## src/rtl/pulse_meas.sv

```systemverilog
// Measures high time and period of a signal from upstream re/fe pulses; one result per period.
// Latency: result valid one cycle after the closing rising edge. Backpressure: one-deep result
// register, newer results dropped (sticky ovr_o) while unaccepted. Optional watchdog: PULSE_MEAS_TIMEOUT_EN.
module pulse_meas #(
    parameter int CNT_WIDTH = 16,
    parameter int TIMEOUT   = 65535
) (
    input  logic                 clk_i,
    input  logic                 rst_i,
    input  logic                 en_i,
    input  logic                 re_i,
    input  logic                 fe_i,
    output logic [CNT_WIDTH-1:0] high_o,
    output logic [CNT_WIDTH-1:0] period_o,
    output logic                 sat_o,
    output logic                 valid_o,
    input  logic                 ready_i,
    output logic                 ovr_o,
    output logic                 busy_o,
    output logic                 timeout_o
);

    typedef enum logic [1:0] {IDLE, ARM, HIGH, LOW} state_t;

    localparam logic [CNT_WIDTH-1:0] CNT_MAX = '1;

    state_t               state, state_nxt;
    logic [CNT_WIDTH-1:0] cnt_p, cnt_h, cnt_p_nxt, cnt_h_nxt;
    logic [CNT_WIDTH-1:0] p_inc, h_inc;
    logic                 p_max, h_max;
    logic                 meas_sat, meas_sat_nxt;
    logic                 close;
    logic                 re_v, fe_v;
    logic                 edge_acc;
    logic                 wd_hit;

    // Coincident edges carry no usable ordering, so both are dropped.
    assign re_v = re_i & ~fe_i;
    assign fe_v = fe_i & ~re_i;

    assign p_max = (cnt_p == CNT_MAX);
    assign h_max = (cnt_h == CNT_MAX);
    assign p_inc = p_max ? cnt_p : cnt_p + 1'b1;
    assign h_inc = h_max ? cnt_h : cnt_h + 1'b1;

    assign edge_acc = re_v | ((state == HIGH) & fe_v);

    always_comb begin
        state_nxt    = state;
        cnt_p_nxt    = cnt_p;
        cnt_h_nxt    = cnt_h;
        meas_sat_nxt = meas_sat;
        close        = 1'b0;
        if (!en_i) begin
            state_nxt    = IDLE;
            cnt_p_nxt    = '0;
            cnt_h_nxt    = '0;
            meas_sat_nxt = 1'b0;
        end else if (wd_hit) begin
            state_nxt    = ARM;
            cnt_p_nxt    = '0;
            cnt_h_nxt    = '0;
            meas_sat_nxt = 1'b0;
        end else begin
            case (state)
                IDLE: state_nxt = ARM;
                ARM: begin
                    if (re_v) begin
                        state_nxt    = HIGH;
                        cnt_p_nxt    = '0;
                        cnt_h_nxt    = '0;
                        meas_sat_nxt = 1'b0;
                    end
                end
                HIGH: begin
                    if (re_v) begin
                        // Missed falling edge: restart the measurement from this edge.
                        cnt_p_nxt    = '0;
                        cnt_h_nxt    = '0;
                        meas_sat_nxt = 1'b0;
                    end else begin
                        cnt_p_nxt    = p_inc;
                        cnt_h_nxt    = h_inc;
                        meas_sat_nxt = meas_sat | p_max | h_max;
                        if (fe_v)
                            state_nxt = LOW;
                    end
                end
                LOW: begin
                    if (re_v) begin
                        close        = 1'b1;
                        state_nxt    = HIGH;
                        cnt_p_nxt    = '0;
                        cnt_h_nxt    = '0;
                        meas_sat_nxt = 1'b0;
                    end else begin
                        cnt_p_nxt    = p_inc;
                        meas_sat_nxt = meas_sat | p_max;
                    end
                end
                default: state_nxt = IDLE;
            endcase
        end
    end

    always_ff @(posedge clk_i) begin
        if (rst_i) begin
            state    <= IDLE;
            cnt_p    <= '0;
            cnt_h    <= '0;
            meas_sat <= 1'b0;
            busy_o   <= 1'b0;
        end else begin
            state    <= state_nxt;
            cnt_p    <= cnt_p_nxt;
            cnt_h    <= cnt_h_nxt;
            meas_sat <= meas_sat_nxt;
            busy_o   <= (state_nxt != IDLE);
        end
    end

    // The closing cycle's own count is folded in here, so period = t1 - t0.
    always_ff @(posedge clk_i) begin
        if (rst_i) begin
            high_o   <= '0;
            period_o <= '0;
            sat_o    <= 1'b0;
            valid_o  <= 1'b0;
            ovr_o    <= 1'b0;
        end else begin
            if (close && (!valid_o || ready_i)) begin
                high_o   <= cnt_h;
                period_o <= p_inc;
                sat_o    <= meas_sat | p_max;
                valid_o  <= 1'b1;
            end else if (valid_o && ready_i) begin
                valid_o <= 1'b0;
            end
            if (close && valid_o && !ready_i)
                ovr_o <= 1'b1;
        end
    end

`ifdef PULSE_MEAS_TIMEOUT_EN
    localparam int WD_W = $clog2(TIMEOUT + 1);

    logic [WD_W-1:0] wd;
    logic            timeout_q;

    assign wd_hit = en_i && ((state == HIGH) || (state == LOW)) && !edge_acc
                    && (wd == WD_W'(TIMEOUT - 1));

    always_ff @(posedge clk_i) begin
        if (rst_i) begin
            wd        <= '0;
            timeout_q <= 1'b0;
        end else begin
            if (en_i && ((state == HIGH) || (state == LOW)) && !edge_acc && !wd_hit)
                wd <= wd + 1'b1;
            else
                wd <= '0;
            if (wd_hit)
                timeout_q <= 1'b1;
        end
    end

    assign timeout_o = timeout_q;
`else
    logic unused_timeout;

    assign unused_timeout = (TIMEOUT != 0) | edge_acc;
    assign wd_hit         = 1'b0;
    assign timeout_o      = 1'b0;
`endif

endmodule

```

## config.mk

```make
export PLATFORM = sky130hd
export DESIGN_NAME = pulse_meas
export DESIGN_NICKNAME = d
export VERILOG_FILES = /design/src/rtl/pulse_meas.sv
export SDC_FILE = /design/constraint.sdc
export NUM_CORES = 1
export LEC_CHECK = 0
export ABC_AREA = 1
export BUFFER_PORTS_ARGS = -buffer_cell sky130_fd_sc_hd__buf_4
export CORE_UTILIZATION = 57
export DETAILED_ROUTE_END_ITERATION = 12
export PLACE_DENSITY = 0.78
export SYNTH_ARGS = -nofsm -noshare
export SYNTH_HDL_FRONTEND = slang
export SYNTH_SLANG_ARGS = --single-unit
```

## constraint.sdc

```tcl
create_clock -name clk_i -period 2.2 [get_ports clk_i]
set_input_delay 0.44 -clock clk_i [delete_from_list [all_inputs] [get_ports clk_i]]
set_output_delay 0.44 -clock clk_i [all_outputs]
set_load 0.02 [all_outputs]
```

==> impl_results.md <==
- RSZ-0062 raised after global routing: false
- Cell Chain, Critical Path: ha_1 -> inv_1 -> nor2_2 -> nand2_1 -> nor2_4 -> inv_2 -> nand2_1 -> o21ai_1 -> o21ai_0 -> inv_1
- Final Hold Viols: 0
- Via count: between 3k and 4k
- Cell variety after synth: 34
- Ratio of cells with drive above 1 in the final layout: approximately 17%
- Vias in the first global route: between 3k and 4k
- ANT nets after route: 0
- Root buffer selected by CTS: clkbuf_8
- Most area-consuming cells after synthesis: dfxtp_1 (40%), nand2_1 (13%), nor2_1 (8.5%)
- Max-cap violations: 0
- Min-Delay Path Class: input pin to flop
- Initial DRT Pass Iterations: 5
- Ys async rst share: 0%
- Die width: approximately 81 um
- Outcome: complete, no violations
- Mapped Cells: 531
- Slowest cell on the critical path: dfxtp_1
- Pins Over Slew Limit: 0
- Die height: around 80 um
- Post-Place Cell Area: a little under 4000 um^2
- Core box area: around 6000 um^2
- Largest net degree at the start of global routing: 45
- Worst slew pin tran: 0.662 ns
- Leak pwr: 0.00182 uW
- GRT Util Overall: approximately 28%
- Worst-path clk slew: roughly 0.070 ns
- Via density: between 5 and 6
- Worst Skew: 0.00773 ns
- Most used DFF post-synth: dfxtp_1
- CTS tree: built
- WL/cell: between 10 and 15 um
- Row cnt: 28
- CTS Hold Bufs: 0
- Yosys warning count: 0
- Grt ovf: 0
- Fin nets: slightly below 600
- Max Freq: between 0.5 and 0.6 GHz
- Worst-Skew Late Latency: about 0.34 ns
- WP data arrival: between 2 and 2.5 ns
- Sequential fraction of the synthesis area: about 40%
- Clock sinks: a little over 70
- Antenna violations before repair: 0
- Tmin final: approximately 1.9 ns
- Filler Cells Inserted: 537
- Syn_area_per_cell: approximately 6.7 um^2
- Post-Syn Area: 3570 um^2
- Area Overhead vs Synth: 16.0%
- Type of origin of the critical path: flop
- Maximum vdd drop: ~0.40 mV
- Area of the multi-input gates: between 1500 and 2000 um^2
- Worst setup margin: between 0.2 and 0.3 ns
- Area leader, netlist: dfxtp_1
- Post-CTS setup buffer count: 0
- Commonest cells post-synth: nand2_1 (122), nor2_1 (81), dfxtp_1 (71)
- Max_slew headroom: 55.8%
- Syn Nets: 539
- EDFF count, synth: 0
- Worst setup path class: flop to flop
- Power Total: ~2600 uW
- Starting Density: about three fifths
- Total wire length: ~8800 um
- Area share of the largest cell type after synthesis: between 30 and 40%
- First-pass GRT wire length: roughly 14000 um
- Final Wtd Congestion: around 0.91
- Power Density: 632 nW/um^2
- H-Tree Depth: 3
- CP Capture Type: flop
- Final setup violation count: 0
- Period utilization: 88.1%
- Most common cell in the netlist: nand2_1
- Register area: about 1400 um^2
- Port bufs: between 40 and 50
- CTS Buffer Depth: 2
- Setup TNS: 0 ns
- Place WS: between 0.2 and 0.25 ns
- Final instance area: roughly 4100 um^2
- Die ar.: around 6600 um^2
- IO Pins: 43
- CP max FO: 15
- Total CTS buffers: 9
- CP required: 2.43 ns
- N_diodes: 0
- # DRC: 0
- DRT iter0 DRCs: between 200 and 250
- Post-CTS sizing: 0
- Synthesized flop and latch total: 71
- Max incr delay on CP: ~0.45 ns
- DP HPWL: between 6000 and 7000 um
## per-stage QoR
| stage | hold slack, ns | util [%] | std cells |
|---|---|---|---|
| 2_1_floorplan | 0.444 | - | 531 |
| 3_3_place_gp | 0.470 | 65.0 | 636 |
| 3_5_place_dp | 0.480 | 65.0 | 636 |
| 4_1_cts | 0.415 | 69.1 | 652 |
| 5_1_grt | 0.421 | 69.1 | 652 |
| 6_report | 0.429 | 69.1 | 652 |
## worst max-delay path: cells and delay by family, from the launching register on
family	cells	cell delay (ns)
and+or+nand+nor	4	0.58
DFF	1	0.45
buffers and inverters	3	0.30
adders and majority gates	1	0.28
AOI/OAI and AO/OA	2	0.24
## sequential cells by signal, indices dropped and copies added (netlist names)
name	flops
valid_o	1
cnt_h	16
busy_o	1
high_o	16
ovr_o	1
state	2
period_o	16
cnt_p	16
sat_o	1
meas_sat	1
## report_power, final
part           switching, uW  total [uW]  internal, uW
sequential              2.66        1290          1290
combinational           66.3        92.0          25.7
clock                    470        1230           764
total                    539        2620          2080
## final cells by class
type / instances / area share, %
Clock buffer: 14 / 4.41
Timing Repair Buffer: 46 / 8.35
Sequential cell: 71 / 34.4
Tap cell: 75 / 2.27
Inverter: 72 / 6.56
Clock inverter: 2 / 1.45
Multi-Input combinational cell: 372 / 42.6
## logic make-up (layout without fill, tap and decap cells)
family          after synthesis  after routing  synth area share, %
other cells                   1              1                0.105
fa+ha+maj                     2              2                0.702
simple gates                277            277                 34.4
buf+inv                      88            134                 10.7
compound gates               86             86                 12.8
xor+xnor                      6              6                 1.47
flops                        71             71                 39.9
## layer usage
metal	track usage [%]	part of all wire [%]	routed length [um]
met5	0	0	0
met4	8.21	1.1	93
met3	4.04	5.5	489
met2	44.7	45	3960
met1	39.5	49	4280
## cells in the final DEF (no fill, tap or decap), types with 2 or more instances in the layout
| cell type | count |
|---|---|
| xor2_1 | 3 |
| nand3_1 | 30 |
| nor3_1 | 4 |
| o21ai_1 | 11 |
| buf_4 | 46 |
| inv_2 | 3 |
| ha_1 | 2 |
| nor2_1 | 81 |
| o21a_1 | 3 |
| nand4_1 | 12 |
| inv_1 | 67 |
| bufinv_16 | 2 |
| xnor2_1 | 3 |
| a21oi_2 | 4 |
| nor2_4 | 4 |
| o21ai_0 | 32 |
| clkbuf_8 | 13 |
| nor2_2 | 7 |
| a21oi_1 | 35 |
| nand2_1 | 122 |
| nand2_2 | 11 |
| dfxtp_1 | 71 |
## worst paths after layout
check | start | endpoint | slack (ns) | cells past startpoint
max reg2reg | cnt_p[0]$_SDFFE_PP0P_ | period_o[1]$_SDFFE_PP0P_ | 0.26 | 10
min | rst_i | valid_o$_SDFFE_PP0P_ | 0.43 | 2
min reg2reg | high_o[2]$_SDFFE_PP0P_ | high_o[2]$_SDFFE_PP0P_ | 0.49 | 2
max | cnt_p[0]$_SDFFE_PP0P_ | period_o[1]$_SDFFE_PP0P_ | 0.26 | 10
No activity file was read; power rests on OpenSTA's default activity.
